### src/rtl/mux_pkg.sv
// Shared types and helpers for the N-input registered mux.
// Exports the select-mode enum and the round-robin pointer wrap helper.
package mux_pkg;

  typedef enum logic {
    MODE_MANUAL = 1'b0,
    MODE_RR     = 1'b1
  } mux_mode_e;

  // Advance past the granted channel, wrapping explicitly so N
  // need not be a power of two.
  function automatic int unsigned next_ptr(
    input int unsigned grant,
    input int unsigned n
  );
    return (grant == n - 1) ? 32'd0 : grant + 32'd1;
  endfunction

endpackage

### src/rtl/rr_arbiter.sv
// Combinational rotating-priority arbiter; search starts at ptr.
// Ports: req (requests), ptr (start index), gnt_idx/gnt_vld (grant).
module rr_arbiter #(
  parameter  int N  = 4,
  localparam int SW = $clog2(N)
) (
  input  logic [N-1:0]  req,
  input  logic [SW-1:0] ptr,
  output logic [SW-1:0] gnt_idx,
  output logic          gnt_vld
);

  int w_idx;

  // Walk offsets from farthest to nearest so the nearest
  // requester to ptr is the last one written and wins.
  always_comb begin
    gnt_idx = '0;
    w_idx   = 0;
    for (int k = N - 1; k >= 0; k--) begin
      w_idx = int'(ptr) + k;
      if (w_idx >= N) w_idx = w_idx - N;
      if (req[w_idx]) gnt_idx = SW'(w_idx);
    end
  end

  assign gnt_vld = |req;

endmodule

### src/rtl/mux_rr_n.sv
// N-input W-bit registered mux with valid/ready and manual/rr select.
// Ports: clk, rst_n, in_* (N producers), mode/sel, out_* (one consumer).
module mux_rr_n
  import mux_pkg::*;
#(
  parameter  int N  = 4,
  parameter  int W  = 8,
  localparam int SW = $clog2(N)
) (
  input  logic           clk,
  input  logic           rst_n,
  input  logic [N*W-1:0] in_data,
  input  logic [N-1:0]   in_valid,
  output logic [N-1:0]   in_ready,
  input  logic           mode,
  input  logic [SW-1:0]  sel,
  output logic [W-1:0]   out_data,
  output logic           out_valid,
  input  logic           out_ready,
  output logic [SW-1:0]  out_src
);

  logic [W-1:0]  r_data;
  logic          r_valid;
  logic [SW-1:0] r_src;
  logic [SW-1:0] r_ptr;

  mux_mode_e     w_mode;
  logic          w_load;
  logic          w_sel_ok;
  logic [SW-1:0] w_arb_idx;
  logic          w_arb_vld;
  logic [SW-1:0] w_grant;
  logic          w_gvld;
  logic          w_xfer;
  logic [W-1:0]  w_word;

  rr_arbiter #(.N(N)) u_arb (
    .req     (in_valid),
    .ptr     (r_ptr),
    .gnt_idx (w_arb_idx),
    .gnt_vld (w_arb_vld)
  );

  // Out-of-range manual selects only exist when N is not 2**SW.
  if (N == (1 << SW)) begin : g_pow2
    assign w_sel_ok = 1'b1;
  end else begin : g_npow2
    assign w_sel_ok = (32'(sel) < N);
  end

  assign w_mode = mux_mode_e'(mode);
  assign w_load = !r_valid || out_ready;

  always_comb begin
    w_grant = sel;
    w_gvld  = w_sel_ok && in_valid[sel];
    if (w_mode == MODE_RR) begin
      w_grant = w_arb_idx;
      w_gvld  = w_arb_vld;
    end
  end

  assign w_xfer = w_load && w_gvld;
  assign w_word = in_data[int'(w_grant)*W +: W];

  // rst_n gates ready so nothing is accepted while held in reset.
  always_comb begin
    in_ready = '0;
    for (int i = 0; i < N; i++) begin
      in_ready[i] = rst_n && w_xfer && (w_grant == SW'(i));
    end
  end

  always_ff @(posedge clk or negedge rst_n) begin
    if (!rst_n) begin
      r_data  <= '0;
      r_valid <= 1'b0;
      r_src   <= '0;
      r_ptr   <= '0;
    end else begin
      if (w_load) begin
        r_valid <= w_gvld;
        if (w_gvld) begin
          r_data <= w_word;
          r_src  <= w_grant;
        end
      end
      if (w_xfer && w_mode == MODE_RR) begin
        r_ptr <= SW'(next_ptr(32'(w_grant), N));
      end
    end
  end

  assign out_data  = r_data;
  assign out_valid = r_valid;
  assign out_src   = r_src;

endmodule

### config.mk
export PLATFORM = sky130hd
export DESIGN_NAME = mux_rr_n
export DESIGN_NICKNAME = d
export VERILOG_FILES = /design/src/rtl/mux_pkg.sv /design/src/rtl/rr_arbiter.sv /design/src/rtl/mux_rr_n.sv
export SDC_FILE = /design/constraint.sdc
export NUM_CORES = 1
export LEC_CHECK = 0
export CAP_MARGIN = 25
export CORE_UTILIZATION = 33
export DETAILED_ROUTE_END_ITERATION = 6
export GPL_ROUTABILITY_DRIVEN = 0
export PLACE_DENSITY = 0.76
export SYNTH_ARGS = -nofsm -noshare
export SYNTH_HDL_FRONTEND = slang
export SYNTH_SLANG_ARGS = --single-unit
### constraint.sdc
create_clock -name clk -period 1.76 [get_ports clk]
set_clock_uncertainty 0.05 [all_clocks]
set_input_delay 0.44 -clock clk [delete_from_list [all_inputs] [get_ports clk]]
set_output_delay 0.44 -clock clk [all_outputs]
set_load 0.02 [all_outputs]
==> results of run 1 <==
cell usage in the layout, fill, tap and decap left out, drive strengths merged:
| cell type | instances |
|---|---|
| nor2 | 6 |
| clkbuf | 4 |
| nand3b | 1 |
| dfrtp | 13 |
| a31o | 1 |
| buf | 29 |
| nand2 | 15 |
| nand4 | 1 |
| mux2 | 1 |
| dlymetal6s2s | 10 |
| inv | 3 |
| dlygate4sd2 | 4 |
| a2bb2oi | 1 |
| nand2b | 4 |
| nor2b | 4 |
| xor2 | 1 |
| and2 | 1 |
| clkdlybuf4s50 | 34 |
| o2bb2a | 1 |
| o21ai | 6 |
| mux2i | 17 |
| clkdlybuf4s15 | 4 |
| o211ai | 1 |
| a2111oi | 1 |
| and3b | 1 |
| nand3 | 2 |
| a31oi | 1 |
| a21oi | 3 |
| o221ai | 8 |
cell type report:
class | count | area [µm²]
Timing Repair Buffer | 81 | 838
Multi-Input combinational cell | 77 | 671
Fill cell | 171 | 634
Sequential cell | 13 | 327
Tap cell | 30 | 37.5
Clock buffer | 4 | 26.3
Inverter | 3 | 11.3
critical path: cells and delay by family (launching register included):
| family | cells | cell delay (ps) |
|---|---|---|
| flops | 1 | 470 |
| simple gates | 2 | 420 |
| compound gates | 3 | 400 |
| buf+inv | 1 | 120 |
| mux | 1 | 70 |
power by group:
part	switching (µW)	internal, µW	total, µW
logic	484	619	1100
clock network	103	88.3	191
registers	75.5	399	474
total	662	1110	1770
state kept, by name, summed over array words and instances (netlist names):
name and cells:
out_data 8, out_src 2, out_valid 1, r_ptr 2
worst max-delay path by stage:
| stage | start | cells after the start | end |
|---|---|---|---|
| 2_1_floorplan | mode | 7 | in_ready[2] |
| 3_3_place_gp | in_valid[0] | 8 | in_ready[0] |
| 3_5_place_dp | in_valid[1] | 8 | in_ready[2] |
| 4_1_cts | r_ptr[1] | 7 | in_ready[2] |
| 5_1_grt | r_ptr[1] | 7 | in_ready[2] |
| 6_report | r_ptr[1] | 7 | in_ready[2] |
through the flow:
step	setup slack (ps)	instances	hold WS (ps)
2_1_floorplan	-173	98	94.4
3_3_place_gp	-1190	199	419
3_5_place_dp	-1250	199	424
4_1_cts	-543	208	443
5_1_grt	-579	208	462
6_report	-511	208	442
layer usage:
| layer | up-vias | wire length (µm) | track usage [%] | share of wire [%] |
|---|---|---|---|---|
| met2 | 30 | 1640 | 35.5 | 53 |
| met1 | 517 | 1260 | 25.5 | 41 |
| met3 | 6 | 105 | 3.89 | 3.4 |
| met5 | - | 0 | 0 | 0 |
| met4 | 0 | 63 | 6.84 | 2.1 |
| li1 | 523 | - | - | - |
logic make-up (layout without fill, tap and decap cells):
| family | count (synthesis) | count (layout) | synth area share (%) |
|---|---|---|---|
| AND/OR/NAND/NOR | 35 | 35 | 18.4 |
| AO/OA/AOI/OAI | 23 | 23 | 19.7 |
| multiplexers | 18 | 18 | 19.9 |
| flip-flops | 13 | 13 | 35.6 |
| buffers and inverters | 8 | 88 | 5.48 |
| XOR/XNOR | 1 | 1 | 0.959 |
timing repair:
| item | 4_1_cts | 5_1_grt |
|---|---|---|
| cloned | 1 | 0 |
| setup endpoints to repair | 17 | 26 |
| pin swaps | 6 | 4 |
| buffers inserted | 4 | 0 |
| resized for setup | 48 | 25 |
==> results.py, run 1 <==
metrics = {
    "die": {
        "start_util_pct": 35.9,
        "die_h_um": 54.6,
        "dieWidth_um": 54.6,
        "fp-row-count": 18,
        "dieArea_mm2": 0.00298,
        "ios": 57,
        "core-area_mm2": 0.00254,
    },
    "layout": {
        "antenna_cells": 0,
        "finish.net_count": 221,
        "layout-drive-gt1-share_pct": 34.3,
        "design_area_mm2": 0.00191,
        "area_growth_syn_to_layout_pct": 109,
        "fin_util_pct": 75.1,
    },
    "synth": {
        "ys_ff_latch": 13,
        "ys.flop_type": "dfrtp_1",
        "synth_nets": 140,
        "avgSynthCellArea_um2": 9.32,
        "synth.distinct_cells": 29,
        "yosys_warnings": 0,
        "synthTopCellsByArea": "dfrtp_1 36%, mux2i_1 19%, o221ai_1 7.7%, nand2_1 6.2%, nand2b_1 2.7%",
        "asyncSetResetFlopFracSynth_pct": 100,
        "synth_commonest_cells": "17 x mux2i_1, 15 x nand2_1, 13 x dfrtp_1",
        "synth_edf_count": 0,
        "synth_most_common_cell": "mux2i_1",
        "yosysSeqAreaShare_pct": 35.6,
        "synth_area_um2": 913,
        "synth_cells": 98,
        "synth_top_area_cell": "dfrtp_1",
        "synth_top_cell_area_share_pct": 35.6,
    },
    "pwr": {
        "power.density_mw_per_mm2": 926,
        "p_leak_uw": 0.000907,
        "p_total_uw": 1770,
        "vdd_drop_max_v": 0.000697,
    },
    "clock_network": {
        "ctsLongestPathBuffers": 2,
        "clk_pin_slew_worst_paths_ps": 80,
        "cts_buffers": 3,
        "insertion_delay_ps": 290,
        "htree_levels": 1,
        "cts_tree": "yes",
        "root_buffer": "clkbuf_4",
        "cts_hold_buf": 0,
        "clock_sinks": 13,
    },
    "routing": {
        "drt_first_iter_violations": 12,
        "wl_um": 3060,
        "vias": 1076,
        "via_per_inst": 5.17,
        "wl_per_cell_um": 14.7,
        "drc_errors": 0,
        "dr.pass1.iters": 4,
        "drtAntennaViolNets": 0,
    },
    "global_route": {
        "antenna_found_initial": 0,
        "grt_pass1_wl_um": 4290,
        "grt_start_max_net_pins": 14,
        "overflow": 0,
        "grt_pass1_vias": 963,
        "grt.total_usage_pct": 20.6,
    },
    "placement": {
        "portBuffers": 56,
        "post_dp_cell_area_mm2": 0.00169,
        "dpl.hpwl_um": 2260,
    },
    "sta": {
        "min_period_ps": 2270,
        "setup_viol": 13,
        "slew_violations": 0,
        "fmax_mhz": 440,
        "setup_tns_ps": -4450,
        "tightest_slew_ps": 342,
        "finalHoldViolations": 0,
        "finalCritPeriodShare_pct": 129,
        "setup_slack_ps": -511,
        "rsz0062_at_grt": "true",
        "max-slew-margin-rel_pct": 77.2,
    },
    "min_path": {
        "holdPathStages": 2,
        "holdPathEnd": "out_data[5]",
        "hold_start": "out_data[5]",
        "min_path_type": "register to register",
    },
    "worst_setup_path": {
        "start_kind": "register",
        "critPathSlowestCell": "dfrtp_2",
        "reg2reg_to": "out_data[4]",
        "critical_path_class": "register to primary output",
        "r2r_cells": 10,
        "r2r_start": "r_ptr[1]",
        "crit_required_ps": 1270,
        "worstPathCellList": "a21oi_2 -> o21ai_2 -> o2bb2a_4 -> mux2i_2 -> nand3b_1 -> nor2b_4 -> buf_6",
        "crit_path_end_kind": "primary output",
        "worst-r2r-setup-slack_ps": -370,
        "crit_path_max_incr_delay_ps": 470,
        "crit_arrival_ps": 1780,
        "path_max_fanout": 6,
    },
    "outcome": {
        "violations": "setup timing",
        "status": "finished with violations",
    },
    "job": {
        "maxCapViolCount": 0,
    },
}
Note: power is estimated with default switching activity, not from simulation.
==> run 2: changes to the inputs <==
--- a/config.mk
+++ b/config.mk
@@ -5,7 +5,7 @@
 export SDC_FILE = /design/constraint.sdc
 export NUM_CORES = 1
 export LEC_CHECK = 0
-export CAP_MARGIN = 25
+export CAP_MARGIN = 0
 export CORE_UTILIZATION = 33
 export DETAILED_ROUTE_END_ITERATION = 6
 export GPL_ROUTABILITY_DRIVEN = 0
==> results of run 2 <==
Final layout, timing and power as in run 1 (identical DEF).
==> run 3: changes to the inputs <==
--- a/config.mk
+++ b/config.mk
@@ -5,7 +5,7 @@
 export SDC_FILE = /design/constraint.sdc
 export NUM_CORES = 1
 export LEC_CHECK = 0
-export CAP_MARGIN = 0
+export CAP_MARGIN = 20
 export CORE_UTILIZATION = 33
 export DETAILED_ROUTE_END_ITERATION = 6
 export GPL_ROUTABILITY_DRIVEN = 0
==> results of run 3 <==
Final layout, timing and power as in run 1 (identical DEF).
